## src/rtl/mem_port_arbiter_if.sv

```systemverilog
// mem_port_arbiter_if: bus bundle for mem_port_arbiter.
// It carries the instruction requester, data requester and shared memory port
// signals. Names keep the i/o prefixes as seen from the arbiter.
// Modports:
//   slave  - the arbiter (takes requests and memory read data, drives the rest)
//   master - the environment (CPU buses plus the memory)
interface mem_port_arbiter_if #(
  parameter int unsigned ADDR_W = 32,
  parameter int unsigned DATA_W = 32
);
  // instruction requester
  logic              iIReadEnable;
  logic [ADDR_W-1:0] iIAddress;
  logic [DATA_W-1:0] oIReadData;
  logic              oIWait;
  logic              oIAck;
  // data requester
  logic              iDReadEnable;
  logic              iDWriteEnable;
  logic [3:0]        iDByteEnable;
  logic [ADDR_W-1:0] iDAddress;
  logic [DATA_W-1:0] iDWriteData;
  logic [DATA_W-1:0] oDReadData;
  logic              oDWait;
  logic              oDAck;
  // shared memory port
  logic              oMReadEnable;
  logic              oMWriteEnable;
  logic [3:0]        oMByteEnable;
  logic [ADDR_W-1:0] oMAddress;
  logic [DATA_W-1:0] oMWriteData;
  logic [DATA_W-1:0] iMReadData;

  modport slave (
    input  iIReadEnable, iIAddress,
    output oIReadData, oIWait, oIAck,
    input  iDReadEnable, iDWriteEnable, iDByteEnable, iDAddress, iDWriteData,
    output oDReadData, oDWait, oDAck,
    output oMReadEnable, oMWriteEnable, oMByteEnable, oMAddress, oMWriteData,
    input  iMReadData
  );

  modport master (
    output iIReadEnable, iIAddress,
    input  oIReadData, oIWait, oIAck,
    output iDReadEnable, iDWriteEnable, iDByteEnable, iDAddress, iDWriteData,
    input  oDReadData, oDWait, oDAck,
    input  oMReadEnable, oMWriteEnable, oMByteEnable, oMAddress, oMWriteData,
    output iMReadData
  );
endinterface

```

## src/rtl/mem_port_arbiter.sv

```systemverilog
// mem_port_arbiter: shares one single-ported memory between the CPU
// instruction fetch bus (read-only) and the CPU data bus (load/store).
// Accesses are serialised one at a time; each requester sees a wait level
// and a one-cycle ack when its access completes.
//
// Optional build macro: ARB_ROUND_ROBIN_EN
//   defined   - when both sides request in IDLE, the side not granted last
//               wins (a last-grant flop resets to I, so D wins the first tie)
//   undefined - fixed priority, data over instruction
//
// state    | meaning
// ---------+-------------------------------------------------------------
// ST_IDLE  | no access in flight; grant and op are latched on a request
// ST_ISSUE | one-cycle memory strobe, address/data from the granted side
// ST_WAIT  | read only: counts down READ_LATENCY cycles, captures on zero
// ST_DONE  | one-cycle ack pulse to the granted side
module mem_port_arbiter #(
  parameter int unsigned READ_LATENCY = 2,
  parameter int unsigned ADDR_W       = 32,
  parameter int unsigned DATA_W       = 32
) (
  input  logic              iCLK,
  input  logic              iRST,
  mem_port_arbiter_if.slave bus
);

  typedef enum logic [1:0] {
    ST_IDLE  = 2'd0,
    ST_ISSUE = 2'd1,
    ST_WAIT  = 2'd2,
    ST_DONE  = 2'd3
  } state_e;

  // counter load so that WAIT lasts exactly READ_LATENCY cycles
  localparam logic [3:0] LAT_LOAD = 4'(READ_LATENCY - 1);

  state_e            state_q, state_d;
  logic              grant_d_q, grant_d_d;   // 1: data side, 0: instruction side
  logic              op_wr_q, op_wr_d;
  logic [3:0]        cnt_q, cnt_d;
  logic [DATA_W-1:0] i_rdata_q, i_rdata_d;
  logic [DATA_W-1:0] d_rdata_q, d_rdata_d;
  logic              m_re_q, m_re_d;
  logic              m_we_q, m_we_d;
  logic              i_ack_q, i_ack_d;
  logic              d_ack_q, d_ack_d;

  logic              i_req;
  logic              d_req;
  logic              pick_d;
  logic              in_issue;
  logic [ADDR_W-1:0] m_addr;
  logic [DATA_W-1:0] m_wdata;
  logic [3:0]        m_be;

  assign i_req = bus.iIReadEnable;
  assign d_req = bus.iDReadEnable | bus.iDWriteEnable;

`ifdef ARB_ROUND_ROBIN_EN
  logic last_d_q, last_d_d;
  // on a tie, data wins unless it was the last side served
  assign pick_d = d_req & (~i_req | ~last_d_q);
`else
  // data over instruction avoids a load/fetch pipeline deadlock
  assign pick_d = d_req;
`endif

  // Next-state and next-output decode for the four-state access sequencer.
  always_comb begin
    state_d   = state_q;
    grant_d_d = grant_d_q;
    op_wr_d   = op_wr_q;
    cnt_d     = cnt_q;
    i_rdata_d = i_rdata_q;
    d_rdata_d = d_rdata_q;
    m_re_d    = 1'b0;
    m_we_d    = 1'b0;
    i_ack_d   = 1'b0;
    d_ack_d   = 1'b0;
`ifdef ARB_ROUND_ROBIN_EN
    last_d_d  = last_d_q;
`endif
    unique case (state_q)
      ST_IDLE: begin
        if (i_req || d_req) begin
          grant_d_d = pick_d;
          // a simultaneous read+write enable on the data side is a write
          op_wr_d   = pick_d & bus.iDWriteEnable;
          m_re_d    = ~(pick_d & bus.iDWriteEnable);
          m_we_d    = pick_d & bus.iDWriteEnable;
          state_d   = ST_ISSUE;
`ifdef ARB_ROUND_ROBIN_EN
          last_d_d  = pick_d;
`endif
        end
      end
      ST_ISSUE: begin
        if (op_wr_q) begin
          d_ack_d = grant_d_q;
          i_ack_d = ~grant_d_q;
          state_d = ST_DONE;
        end else begin
          cnt_d   = LAT_LOAD;
          state_d = ST_WAIT;
        end
      end
      ST_WAIT: begin
        if (cnt_q == 4'd0) begin
          if (grant_d_q) d_rdata_d = bus.iMReadData;
          else           i_rdata_d = bus.iMReadData;
          d_ack_d = grant_d_q;
          i_ack_d = ~grant_d_q;
          state_d = ST_DONE;
        end else begin
          cnt_d = cnt_q - 4'd1;
        end
      end
      ST_DONE: begin
        state_d = ST_IDLE;
      end
      default: begin
        state_d = ST_IDLE;
      end
    endcase
  end

  // Register state, grant, counter and the registered outputs; a reset
  // abandons any access in flight without an ack.
  always_ff @(posedge iCLK) begin
    if (!iRST) begin
      state_q   <= ST_IDLE;
      grant_d_q <= 1'b0;
      op_wr_q   <= 1'b0;
      cnt_q     <= 4'd0;
      i_rdata_q <= '0;
      d_rdata_q <= '0;
      m_re_q    <= 1'b0;
      m_we_q    <= 1'b0;
      i_ack_q   <= 1'b0;
      d_ack_q   <= 1'b0;
`ifdef ARB_ROUND_ROBIN_EN
      last_d_q  <= 1'b0;
`endif
    end else begin
      state_q   <= state_d;
      grant_d_q <= grant_d_d;
      op_wr_q   <= op_wr_d;
      cnt_q     <= cnt_d;
      i_rdata_q <= i_rdata_d;
      d_rdata_q <= d_rdata_d;
      m_re_q    <= m_re_d;
      m_we_q    <= m_we_d;
      i_ack_q   <= i_ack_d;
      d_ack_q   <= d_ack_d;
`ifdef ARB_ROUND_ROBIN_EN
      last_d_q  <= last_d_d;
`endif
    end
  end

  // Memory address/data/lanes come live from the granted side during ISSUE
  // only, and are held at zero otherwise.
  always_comb begin
    in_issue = (state_q == ST_ISSUE);
    m_addr   = '0;
    m_wdata  = '0;
    m_be     = 4'b0000;
    if (in_issue) begin
      m_addr  = grant_d_q ? bus.iDAddress : bus.iIAddress;
      m_wdata = grant_d_q ? bus.iDWriteData : '0;
      m_be    = op_wr_q ? bus.iDByteEnable : 4'b1111;
    end
  end

  assign bus.oMAddress     = m_addr;
  assign bus.oMWriteData   = m_wdata;
  assign bus.oMByteEnable  = m_be;
  assign bus.oMReadEnable  = m_re_q;
  assign bus.oMWriteEnable = m_we_q;

  assign bus.oIReadData = i_rdata_q;
  assign bus.oDReadData = d_rdata_q;
  assign bus.oIAck      = i_ack_q;
  assign bus.oDAck      = d_ack_q;

  // combinational so a fresh request stalls its requester in the same cycle
  assign bus.oIWait = i_req & ~i_ack_q;
  assign bus.oDWait = d_req & ~d_ack_q;

endmodule

```

## src/flat_wrapper.sv

```systemverilog
// flat-port wrapper written by rule: the top's interface ports become plain ports
module mem_port_arbiter_flat 
#(
  parameter int unsigned READ_LATENCY = 2,
  parameter int unsigned ADDR_W       = 32,
  parameter int unsigned DATA_W       = 32
)
  (iCLK, iRST, bus_iIReadEnable, bus_iIAddress, bus_oIReadData, bus_oIWait, bus_oIAck, bus_iDReadEnable, bus_iDWriteEnable, bus_iDByteEnable, bus_iDAddress, bus_iDWriteData, bus_oDReadData, bus_oDWait, bus_oDAck, bus_oMReadEnable, bus_oMWriteEnable, bus_oMByteEnable, bus_oMAddress, bus_oMWriteData, bus_iMReadData);
  mem_port_arbiter_if #(.ADDR_W(ADDR_W), .DATA_W(DATA_W)) bus_i ();
  input  logic iCLK;
  input  logic iRST;
  input wire logic [$bits(bus_i.iIReadEnable)-1:0] bus_iIReadEnable;
  input wire logic [$bits(bus_i.iIAddress)-1:0] bus_iIAddress;
  output wire logic [$bits(bus_i.oIReadData)-1:0] bus_oIReadData;
  output wire logic [$bits(bus_i.oIWait)-1:0] bus_oIWait;
  output wire logic [$bits(bus_i.oIAck)-1:0] bus_oIAck;
  input wire logic [$bits(bus_i.iDReadEnable)-1:0] bus_iDReadEnable;
  input wire logic [$bits(bus_i.iDWriteEnable)-1:0] bus_iDWriteEnable;
  input wire logic [$bits(bus_i.iDByteEnable)-1:0] bus_iDByteEnable;
  input wire logic [$bits(bus_i.iDAddress)-1:0] bus_iDAddress;
  input wire logic [$bits(bus_i.iDWriteData)-1:0] bus_iDWriteData;
  output wire logic [$bits(bus_i.oDReadData)-1:0] bus_oDReadData;
  output wire logic [$bits(bus_i.oDWait)-1:0] bus_oDWait;
  output wire logic [$bits(bus_i.oDAck)-1:0] bus_oDAck;
  output wire logic [$bits(bus_i.oMReadEnable)-1:0] bus_oMReadEnable;
  output wire logic [$bits(bus_i.oMWriteEnable)-1:0] bus_oMWriteEnable;
  output wire logic [$bits(bus_i.oMByteEnable)-1:0] bus_oMByteEnable;
  output wire logic [$bits(bus_i.oMAddress)-1:0] bus_oMAddress;
  output wire logic [$bits(bus_i.oMWriteData)-1:0] bus_oMWriteData;
  input wire logic [$bits(bus_i.iMReadData)-1:0] bus_iMReadData;
  assign bus_i.iIReadEnable = bus_iIReadEnable;
  assign bus_i.iIAddress = bus_iIAddress;
  assign bus_oIReadData = bus_i.oIReadData;
  assign bus_oIWait = bus_i.oIWait;
  assign bus_oIAck = bus_i.oIAck;
  assign bus_i.iDReadEnable = bus_iDReadEnable;
  assign bus_i.iDWriteEnable = bus_iDWriteEnable;
  assign bus_i.iDByteEnable = bus_iDByteEnable;
  assign bus_i.iDAddress = bus_iDAddress;
  assign bus_i.iDWriteData = bus_iDWriteData;
  assign bus_oDReadData = bus_i.oDReadData;
  assign bus_oDWait = bus_i.oDWait;
  assign bus_oDAck = bus_i.oDAck;
  assign bus_oMReadEnable = bus_i.oMReadEnable;
  assign bus_oMWriteEnable = bus_i.oMWriteEnable;
  assign bus_oMByteEnable = bus_i.oMByteEnable;
  assign bus_oMAddress = bus_i.oMAddress;
  assign bus_oMWriteData = bus_i.oMWriteData;
  assign bus_i.iMReadData = bus_iMReadData;
  mem_port_arbiter #(.READ_LATENCY(READ_LATENCY), .ADDR_W(ADDR_W), .DATA_W(DATA_W)) u_core (.iCLK(iCLK), .iRST(iRST), .bus(bus_i));
endmodule
```

## config.mk

```make
export PLATFORM = sky130hd
export DESIGN_NAME = mem_port_arbiter_flat
export DESIGN_NICKNAME = d
export VERILOG_FILES = /design/src/rtl/mem_port_arbiter_if.sv /design/src/rtl/mem_port_arbiter.sv /design/src/flat_wrapper.sv
export SDC_FILE = /design/constraint.sdc
export NUM_CORES = 1
export LEC_CHECK = 0
export CAP_MARGIN = 10
export CORE_MARGIN = 1
export CORE_UTILIZATION = 35
export DETAILED_ROUTE_END_ITERATION = 16
export GPL_TIMING_DRIVEN = 0
export PLACE_DENSITY = 0.81
export REMOVE_ABC_BUFFERS = 1
export SETUP_SLACK_MARGIN = 0.3
export SLEW_MARGIN = 10
export SYNTH_ARGS = -nofsm -noshare
export SYNTH_HDL_FRONTEND = slang
export SYNTH_SLANG_ARGS = --single-unit
```

## constraint.sdc

```tcl
create_clock -name iCLK -period 1.83 [get_ports iCLK]
set_input_delay 0.4575 -clock iCLK [delete_from_list [all_inputs] [get_ports iCLK]]
set_output_delay 0.4575 -clock iCLK [all_outputs]
set_load 0.03 [all_outputs]
```

==> flow_summary.ini, run 1 <==
[timing]
setup_slack_ns = -0.2204
rsz0062_at_grt = yes
tns_ns = -11.99
fmax_mhz = 487.7
setup_violations = 68
fin_crit_ns = 2.050
max_slew.worst_pin.slew_ns = 0.7090
finClkSkew_ns = 0.01005
relSlewSlack_pct = 52.67
finalCritPeriodShare_pct = 112.0
finalHoldViolCount = 0
drv_slew = 0

[drt]
initialDrtViolationCount = 373
via_per_inst = 5.676
vias = 5228
wl_per_cell_um = 22.18
antenna_left = 0
wl_mm = 20.43
drcViolationCount = 0
firstDrtPassIters = 5

[synth]
seq_area_frac_synth_pct = 38.99
synth_ff_type = dfxtp_1
synthDistinctLibCells = 34
synthCells = 484
avgSynthCellArea_sq_um = 8.063
synth_edf_count = 0
synth_area_sq_um = 3902
yosys_warnings = 0
async_flop_share_pct = 0
ys_seq_elements = 76

[critical_path]
crit_chain = inv_2, ha_4, buf_4, clkbuf_16, and3_1, buf_6
ff2ff_path_depth = 7
critical_path_class = reg -> out
crit_buf_inv = 4
end_kind = primary output
max_stage_delay_ns = 0.35
crit_path_top_delay_cell = dfxtp_2
required_ns = 1.37
cp.depth = 6
path_max_fanout = 7
critPathArrivalTime_ns = 1.59
crit_family = buffers and inverters
critPathLaunchType = flip-flop

[finish]
drive_gt1_share_pct = 45.00
seqCellArea_sq_um = 1528
areaGrowthSynthToFinish_pct = 120.1
multi_input_area_sq_um = 3177
fillCellCount = 684
nets = 919

[placed_design]
place.gp.congestion = 0.8658
portBuffers = 274
dp_hpwl_mm = 10.55

[die]
io-pin-count = 275
initial_core_util_pct = 36.00
num_rows = 38
core_area_sq_um = 10840
die_x_um = 107.6
dieArea_sq_um = 11580
die-height_um = 107.6

[pwr]
switching_power_mw = 4.958
power_leakage_nw = 3.172
intPower_mw = 6.017
p_clk_share_pct = 10.6
p_comb_share_pct = 70.9
power.total_mw = 10.97
seqPwrFrac_pct = 18.5
switching_share_pct = 45.17
peakVddDrop_uv = 686.1
power_density_nw_per_um2 = 1278

[cts]
clkLatencyLatePin_ns = 0.36
clockBufferDepth = 2
cts_root_buf = clkbuf_8
clkTransAtPathRegs_ns = 0.08
tritoncts = yes
cts_buffers = 9
cts_num_sinks = 76
cts_hold_buf = 0
htree_levels = 3

[grt]
antenna_found_initial = 1
grt_max_degree = 71
overflow = 0
grt_pass1_vias = 4866
grt_pass1_wl_mm = 26.23
grt_use_total_pct = 29.93

[status]
violations = setup timing
run_status = finished, violations left

[hold_path]
hold_class = in -> reg
worst_hold_path.num_cells = 2

[job]
drv_cap = 0
## worst reg2reg max path, stage by stage (launching register included)
cell,delay (ns)
dfxtp_2,0.35
inv_1,0.19
ha_4,0.22
buf_8,0.14
and4bb_4,0.30
clkbuf_16,0.19
nand3_1,0.08
a21oi_1,0.21
## logic make-up (layout without fill, tap and decap cells)
group	count (synthesis)	count (layout)	synth area share [%]
and+or+nand+nor	153	160	22.28
AOI/OAI and AO/OA	153	153	20.81
adders and majority gates	5	5	1.603
other	0	1	0
DFF	76	76	38.99
muxes	33	33	8.464
buffers and inverters	64	353	7.855
## power by group through the flow
stage / Combinational, mW / Sequential (mW) / Clock, mW
3_5_place_dp: 4.50 / 2.16 / 0
6_report: 7.78 / 2.04 / 1.16
3_3_place_gp: 4.17 / 2.23 / 0
2_1_floorplan: 2.23 / 2.48 / 0
5_1_grt: 8.04 / 2.05 / 1.22
4_1_cts: 5.99 / 2.00 / 1.15
## worst paths after layout
| check | end | slack, ns | from |
|---|---|---|---|
| min | u_core.bus.oMReadEnable | 0.37 | bus_iDWriteEnable |
| min reg2reg | u_core.bus.oIReadData[16] | 0.48 | u_core.bus.oIReadData[16] |
| max reg2reg | u_core.bus.oDReadData[7] | 0.06 | u_core.state_q[0] |
| max | bus_oMWriteData[15] | -0.22 | u_core.state_q[1] |
## repair_timing
item,4_1_cts,5_1_grt
gates resized for setup,675,241
pin swaps,8,63
cloned,11,10
setup endpoints to repair,212,179
buffers inserted,27,11
## flip-flops by register name, summed over array words and instances (netlist names)
signal                    flops
u_core.bus.oDReadData        32
u_core.bus.oIReadData        32
u_core.state_q                2
u_core.cnt_q                  4
u_core.bus.oDAck              1
u_core.bus.oIAck              1
u_core.bus.oMReadEnable       1
u_core.bus.oMWriteEnable      1
u_core.op_wr_q                1
u_core.grant_d_q              1
## cells in the mapped netlist (2+ instances only)
master    instances  area share, %
nand3_1          65            8.3
inv_2             2           0.19
dfxtp_1          76             39
a21oi_1          70            9.0
a21boi_0          5           0.96
o21ai_0          68            8.7
nor2_1            4           0.38
nor3_1            3           0.38
mux2i_1          33            8.5
nor2b_1          36            5.8
o211ai_1          2           0.38
ha_1              5            1.6
clkbuf_1         32            3.1
buf_4             6            1.2
inv_1             9           0.87
buf_6             4            1.2
buf_2            10            1.3
nand2_1           6           0.58
and3_1           33            5.3
## cell usage in the layout (no fill, tap or decap), types with 9 or more instances in the layout
cell type,count
nand3_2,18
a21oi_2,43
a21oi_1,26
clkbuf_8,9
clkbuf_2,39
clkbuf_16,9
clkdlybuf4s50_1,133
clkdlybuf4s15_2,27
buf_6,53
and3_1,22
o21ai_1,19
and3_4,11
buf_4,41
nand3_4,29
nand3_1,18
dfxtp_1,73
mux2i_1,28
o21ai_0,48
buf_12,13
nor2b_1,27
## metrics by stage
step	cell area (sq um)	hold WS (ns)	setup slack [ns]	std cells	util, %
after floorplan	3637	0.4552	-2.383	431	-
after global routing	8587	0.3630	-0.2426	920	79.21
final	8589	0.3733	-0.2204	921	79.24
after detailed placement	6625	0.4674	-0.7369	847	61.11
after global placement	6555	0.4591	-4.015	845	60.47
after CTS	7548	0.4772	-0.1745	899	69.63
## layout make-up
| type | instances | area share [%] |
|---|---|---|
| antenna | 1 | 0.02913 |
| clock buffer | 12 | 1.821 |
| clock inverter | 2 | 0.1165 |
| inverter | 11 | 0.8740 |
| multi-input combinational | 351 | 36.98 |
| sequential | 76 | 17.79 |
| tap | 140 | 2.039 |
| timing repair buffer | 328 | 40.35 |
## metal layers
layer  part of all wire (%)  wire length, um  up-vias  GRT usage (%)
met5                      0                0        -              0
met4                    3.6              744        0          13.50
met3                    7.8             1585       57          7.385
met2                     53            10870      287          54.53
met1                     35             7234     2534          32.39
li1                       -                -     2350              -
Note: power is estimated with default switching activity, not from simulation.
==> run 2: changes to the inputs <==
==> constraint.sdc (replaced) <==
create_clock -name iCLK -period 1.9 [get_ports iCLK]
set_input_delay 0.475 -clock iCLK [delete_from_list [all_inputs] [get_ports iCLK]]
set_output_delay 0.475 -clock iCLK [all_outputs]
set_load 0.03 [all_outputs]
==> run 2 against run 1 <==
  * The run still ends with setup timing left
  * Final cell count increased by 0.11%
  * Highest routed layer unchanged
  * Critical path type unchanged
  * Critical path depth unchanged
  * Largest power group unchanged
  * Cell area increased by 4.7%
  * Flip-flop and latch count unchanged
  * Clock skew increased by 0.0021 ns
==> flow_summary.ini, run 2 (synthesis results as in run 1) <==
[status]
run_status = finished, violations left
violations = setup timing

[drt]
initialDrtViolationCount = 489
vias = 5225
wl_per_cell_um = 22.49
antenna_left = 0
drcViolationCount = 0
via_per_inst = 5.667
firstDrtPassIters = 4
wl_mm = 20.74

[critical_path]
critPathArrivalTime_ns = 1.59
path_max_fanout = 13
r2r_start = u_core.state_q[1]
regToRegSetupSlack_ns = 0.14
required_ns = 1.42
critPathLaunchType = flip-flop
regToRegEndpoint = u_core.bus.oDReadData[29]
critical_path_class = reg -> out
end_kind = primary output
ff2ff_path_depth = 8

[die]
core_area_sq_um = 10840
initial_core_util_pct = 36.00
io-pin-count = 275
die_x_um = 107.6
num_rows = 38
die-height_um = 107.6
dieArea_sq_um = 11580

[timing]
setup_slack_ns = -0.1611
setup_violations = 67
fin_crit_ns = 2.061
fmax_mhz = 485.2
max_slew.worst_pin.slew_ns = 0.6706
finalHoldViolCount = 0
rsz0062_at_grt = yes
finClkSkew_ns = 0.01218
drv_slew = 0
finalCritPeriodShare_pct = 108.5
relSlewSlack_pct = 55.23

[cts]
tritoncts = yes
cts_buffers = 9
cts_hold_buf = 0
cts_root_buf = clkbuf_8
clkLatencyLatePin_ns = 0.36
cts_num_sinks = 76
htree_levels = 3
clockBufferDepth = 2
clkTransAtPathRegs_ns = 0.08

[pwr]
power_leakage_nw = 3.312
intPower_mw = 6.029
peakVddDrop_uv = 661.4
p_comb_share_pct = 71.9
switching_power_mw = 4.948
power_density_nw_per_um2 = 1221
seqPwrFrac_pct = 17.9
switching_share_pct = 45.08
p_clk_share_pct = 10.2

[finish]
drive_gt1_share_pct = 43.92
layout_commonest_cell = clkdlybuf4s50_1
layout_common_cells = clkdlybuf4s50_1, dfxtp_1, buf_6
final_util_pct = 82.93
nets = 920
areaGrowthSynthToFinish_pct = 130.4

[placed_design]
dp_hpwl_mm = 10.55
post-place-ws_ns = -0.6844
portBuffers = 274
place.gp.congestion = 0.8658

[hold_path]
min-delay-start = bus_iDWriteEnable
hold_end = u_core.bus.oMReadEnable
worst_hold_path.num_cells = 2
hold_class = in -> reg

[grt]
antenna_found_initial = 1
grt_pass1_vias = 4857
grt_pass1_wl_mm = 26.16
grt_max_degree = 71
overflow = 0
grt_use_total_pct = 29.73

[job]
drv_cap = 0
==> run 2: timing repair <==
action / CTS / global route
buffers inserted: 27 / 12
endpoints found under the setup margin: 212 / 174
resized for setup: 584 / 336
hold endpoints to repair: 0 / 0
cloned: 11 / 10
pin swaps: 8 / 75
==> run 2: critical path, cell delays in order (launching register included) <==
cell,delay [ns]
dfxtp_2,0.34
inv_2,0.08
ha_4,0.15
buf_12,0.14
clkbuf_16,0.17
nor2b_1,0.16
buf_4,0.19
==> run 2: worst max path at each step <==
stage | from | endpoint | slack (ns) | depth (start not counted)
floorplan | u_core.grant_d_q | u_core.bus.oDReadData[0] | -2.31 | 3
global placement | u_core.grant_d_q | u_core.bus.oDReadData[13] | -3.95 | 3
detailed placement | u_core.grant_d_q | bus_oMWriteData[6] | -0.68 | 3
CTS | u_core.grant_d_q | bus_oMAddress[13] | -0.12 | 5
global route | u_core.state_q[1] | bus_oMWriteData[29] | -0.20 | 7
finish | u_core.state_q[1] | bus_oMAddress[15] | -0.16 | 6
==> run 2: metrics by stage <==
step	power, mW	cell area [sq um]	hold slack (ns)	TNS, ns	std cells
floorplan	4.542	3637	0.4552	-267.32	431
global placement	6.202	6555	0.4591	-473.33	845
detailed placement	6.407	6625	0.4674	-59.79	847
CTS	8.769	7436	0.4744	-4.537	899
global route	11.33	8987	0.3794	-10.40	921
finish	10.98	8990	0.3992	-7.643	922
==> run 2: layout make-up <==
type | count | area [sq um]
fill | 619 | 1851
inverter | 11 | 56.30
tap | 140 | 175.2
timing repair buffer | 329 | 3597
multi-input combinational | 351 | 3465
clock buffer | 12 | 156.4
antenna | 1 | 2.502
clock inverter | 2 | 10.01
sequential | 76 | 1528
==> run 2: power groups by stage <==
stage	Sequential (mW)	Combinational (mW)	Clock [mW]
floorplan	2.39	2.15	0
global placement	2.16	4.05	0
detailed placement	2.08	4.33	0
CTS	1.93	5.74	1.11
global route	1.98	8.15	1.20
finish	1.97	7.89	1.12
==> run 2: routing by layer <==
layer,global-route usage [%],up-vias,part of all wire [%]
met4,13.21,0,3.9
met5,0,-,0
li1,-,2362,-
met2,54.03,265,54
met1,32.41,2536,35
met3,7.264,62,6.6
==> run 3: changes to the inputs <==
--- a/config.mk
+++ b/config.mk
@@ -5,7 +5,7 @@
 export SDC_FILE = /design/constraint.sdc
 export NUM_CORES = 1
 export LEC_CHECK = 0
-export CAP_MARGIN = 10
+export CAP_MARGIN = 5
 export CORE_MARGIN = 1
 export CORE_UTILIZATION = 35
 export DETAILED_ROUTE_END_ITERATION = 16
@@ -17,3 +17,4 @@
 export SYNTH_ARGS = -nofsm -noshare
 export SYNTH_HDL_FRONTEND = slang
 export SYNTH_SLANG_ARGS = --single-unit
+export TNS_END_PERCENT = 30
==> constraint.sdc (replaced) <==
create_clock -name iCLK -period 1.9 [get_ports iCLK]
set_input_delay 0.19 -clock iCLK [delete_from_list [all_inputs] [get_ports iCLK]]
set_output_delay 0.19 -clock iCLK [all_outputs]
set_load 0.03 [all_outputs]
==> run 3 against run 2 <==
  * The run now ends clean
  * Routed wire length is 15% lower
  * Worst setup slack better by 0.31 ns
  * Power is 22% lower
  * Critical path type unchanged
  * Clock power hardly changed
  * Highest routed layer unchanged
  * Global-route usage is 1.7 points lower
  * Sequential power hardly changed
  * Clock skew is 0.0040 ns lower
  * Register-to-register slack better by 0.05 ns
  * Non-clock buffer count is 21 lower
  * First-iteration DRC count is 22% lower
==> flow_summary.ini, run 3 (synthesis results as in run 1) <==
[placed_design]
place.gp.congestion = 0.8658
dp_hpwl_mm = 10.55
portBuffers = 274
post-place-ws_ns = -0.3994

[timing]
finalHoldViolCount = 0
max_slew.worst_pin.slew_ns = 0.7381
setup_violations = 0
rsz0062_at_grt = yes
fin_hold_ws_ns = 0.4192
fin_crit_ns = 1.751
finClkSkew_ns = 0.008222
fmax_mhz = 571.0
finalCritPeriodShare_pct = 92.17
relSlewSlack_pct = 50.79
drv_slew = 0
setup_slack_ns = 0.1488

[drt]
initialDrtViolationCount = 383
wl_per_cell_um = 19.53
vias = 5010
firstDrtPassIters = 5
wl_mm = 17.59
drcViolationCount = 0
antenna_left = 0
via_per_inst = 5.560

[die]
dieArea_sq_um = 11580
num_rows = 38
core_area_sq_um = 10840
io-pin-count = 275
initial_core_util_pct = 36.00
die-height_um = 107.6
die_x_um = 107.6

[grt]
overflow = 0
antenna_found_initial = 1
grt_pass1_vias = 4674
grt_pass1_wl_mm = 24.70
grt_use_total_pct = 28.00
grt_max_degree = 74

[job]
drv_cap = 0

[pwr]
power_leakage_nw = 2.835
power.total_mw = 8.598
peakVddDrop_uv = 591.4
power_density_nw_per_um2 = 1189

[critical_path]
max_stage_delay_ns = 0.36
required_ns = 1.71
critPathLaunchType = flip-flop
crit_path_top_delay_cell = dfxtp_4
critPathArrivalTime_ns = 1.56
critical_path_class = reg -> out
crit_chain = inv_4, ha_4, buf_16, a21boi_0, buf_4
path_max_fanout = 30
end_kind = primary output

[cts]
cts_num_sinks = 76
clkTransAtPathRegs_ns = 0.08
htree_levels = 3
tritoncts = yes
clkLatencyLatePin_ns = 0.36
clockBufferDepth = 2
cts_hold_buf = 0
cts_root_buf = clkbuf_8
cts_buffers = 9

[hold_path]
hold_class = in -> reg

[finish]
nets = 899
areaGrowthSynthToFinish_pct = 85.25
final_util_pct = 66.69
drive_gt1_share_pct = 18.16
layout_common_cells = clkdlybuf4s50_1, dfxtp_1, a21oi_1
layout_commonest_cell = clkdlybuf4s50_1

[status]
run_status = complete, no violations
==> run 3: cell types whose count changed in the layout (fill, tap and decap cells not counted), sizes merged <==
cell | before | now
clkdlybuf4s50 | 133 | 204
clkdlybuf4s15 | 30 | 0
dlygate4sd2 | 29 | 1
buf | 116 | 99
clkbuf | 32 | 15
bufbuf | 1 | 0
dlymetal6s2s | 0 | 1
==> run 3: area by class of cell <==
| cell class | instances | area (sq um) |
|---|---|---|
| multi-input cells | 351 | 2298 |
| flip-flops and latches | 76 | 1530 |
| fillers | 892 | 3611 |
| clock buffers | 12 | 156.4 |
| diodes | 1 | 2.502 |
| repair buffers | 308 | 3005 |
| inverters | 11 | 51.30 |
| clock inverters | 2 | 10.01 |
| well taps | 140 | 175.2 |
==> run 3: worst max-delay path: cells and delay by family, from the launching register on <==
family	cells	cell delay [ns]
flops	1	0.36
compound gates	1	0.19
fa+ha+maj	1	0.21
buf+inv	3	0.43
==> run 3: timing repair <==
action                     4_1_cts  5_1_grt
pin swaps                        6        9
gates resized for setup        413       21
buffers inserted                 9       19
setup endpoints to repair      143      165
hold endpoints to repair         0        0
cloned                           8        3
==> run 3: routing by layer <==
| metal | wire (um) | GRT usage, % |
|---|---|---|
| met1 | 6219 | 30.15 |
| met2 | 8992 | 49.50 |
| met3 | 1707 | 8.898 |
| met4 | 674 | 13.01 |
| met5 | 0 | 0 |
==> run 3: final timing paths <==
check	start	to	slack, ns	depth (start not counted)
setup / recovery	u_core.state_q[1]	bus_oMByteEnable[3]	0.15	5
setup reg to reg	u_core.state_q[0]	u_core.bus.oIReadData[15]	0.19	7
hold / removal	bus_iMReadData[30]	u_core.bus.oDReadData[30]	0.42	3
hold reg to reg	u_core.bus.oIReadData[16]	u_core.bus.oIReadData[16]	0.48	2
==> run 3: report_power, final <==
group	internal, mW	switching, mW	leakage [nW]	total, mW
Sequential	1.80	0.136	0.617	1.94
Combinational	2.36	3.18	2.13	5.54
Clock	0.536	0.579	0.0872	1.12
Total	4.70	3.90	2.84	8.60
==> run 3: per-stage QoR <==
stage | setup TNS, ns | area (sq um) | cells
after floorplan | -247.94 | 3637 | 431
after global placement | -452.83 | 6555 | 845
after detailed placement | -36.80 | 6625 | 847
after CTS | 0 | 6925 | 878
after global routing | 0 | 7227 | 900
final | 0 | 7229 | 901
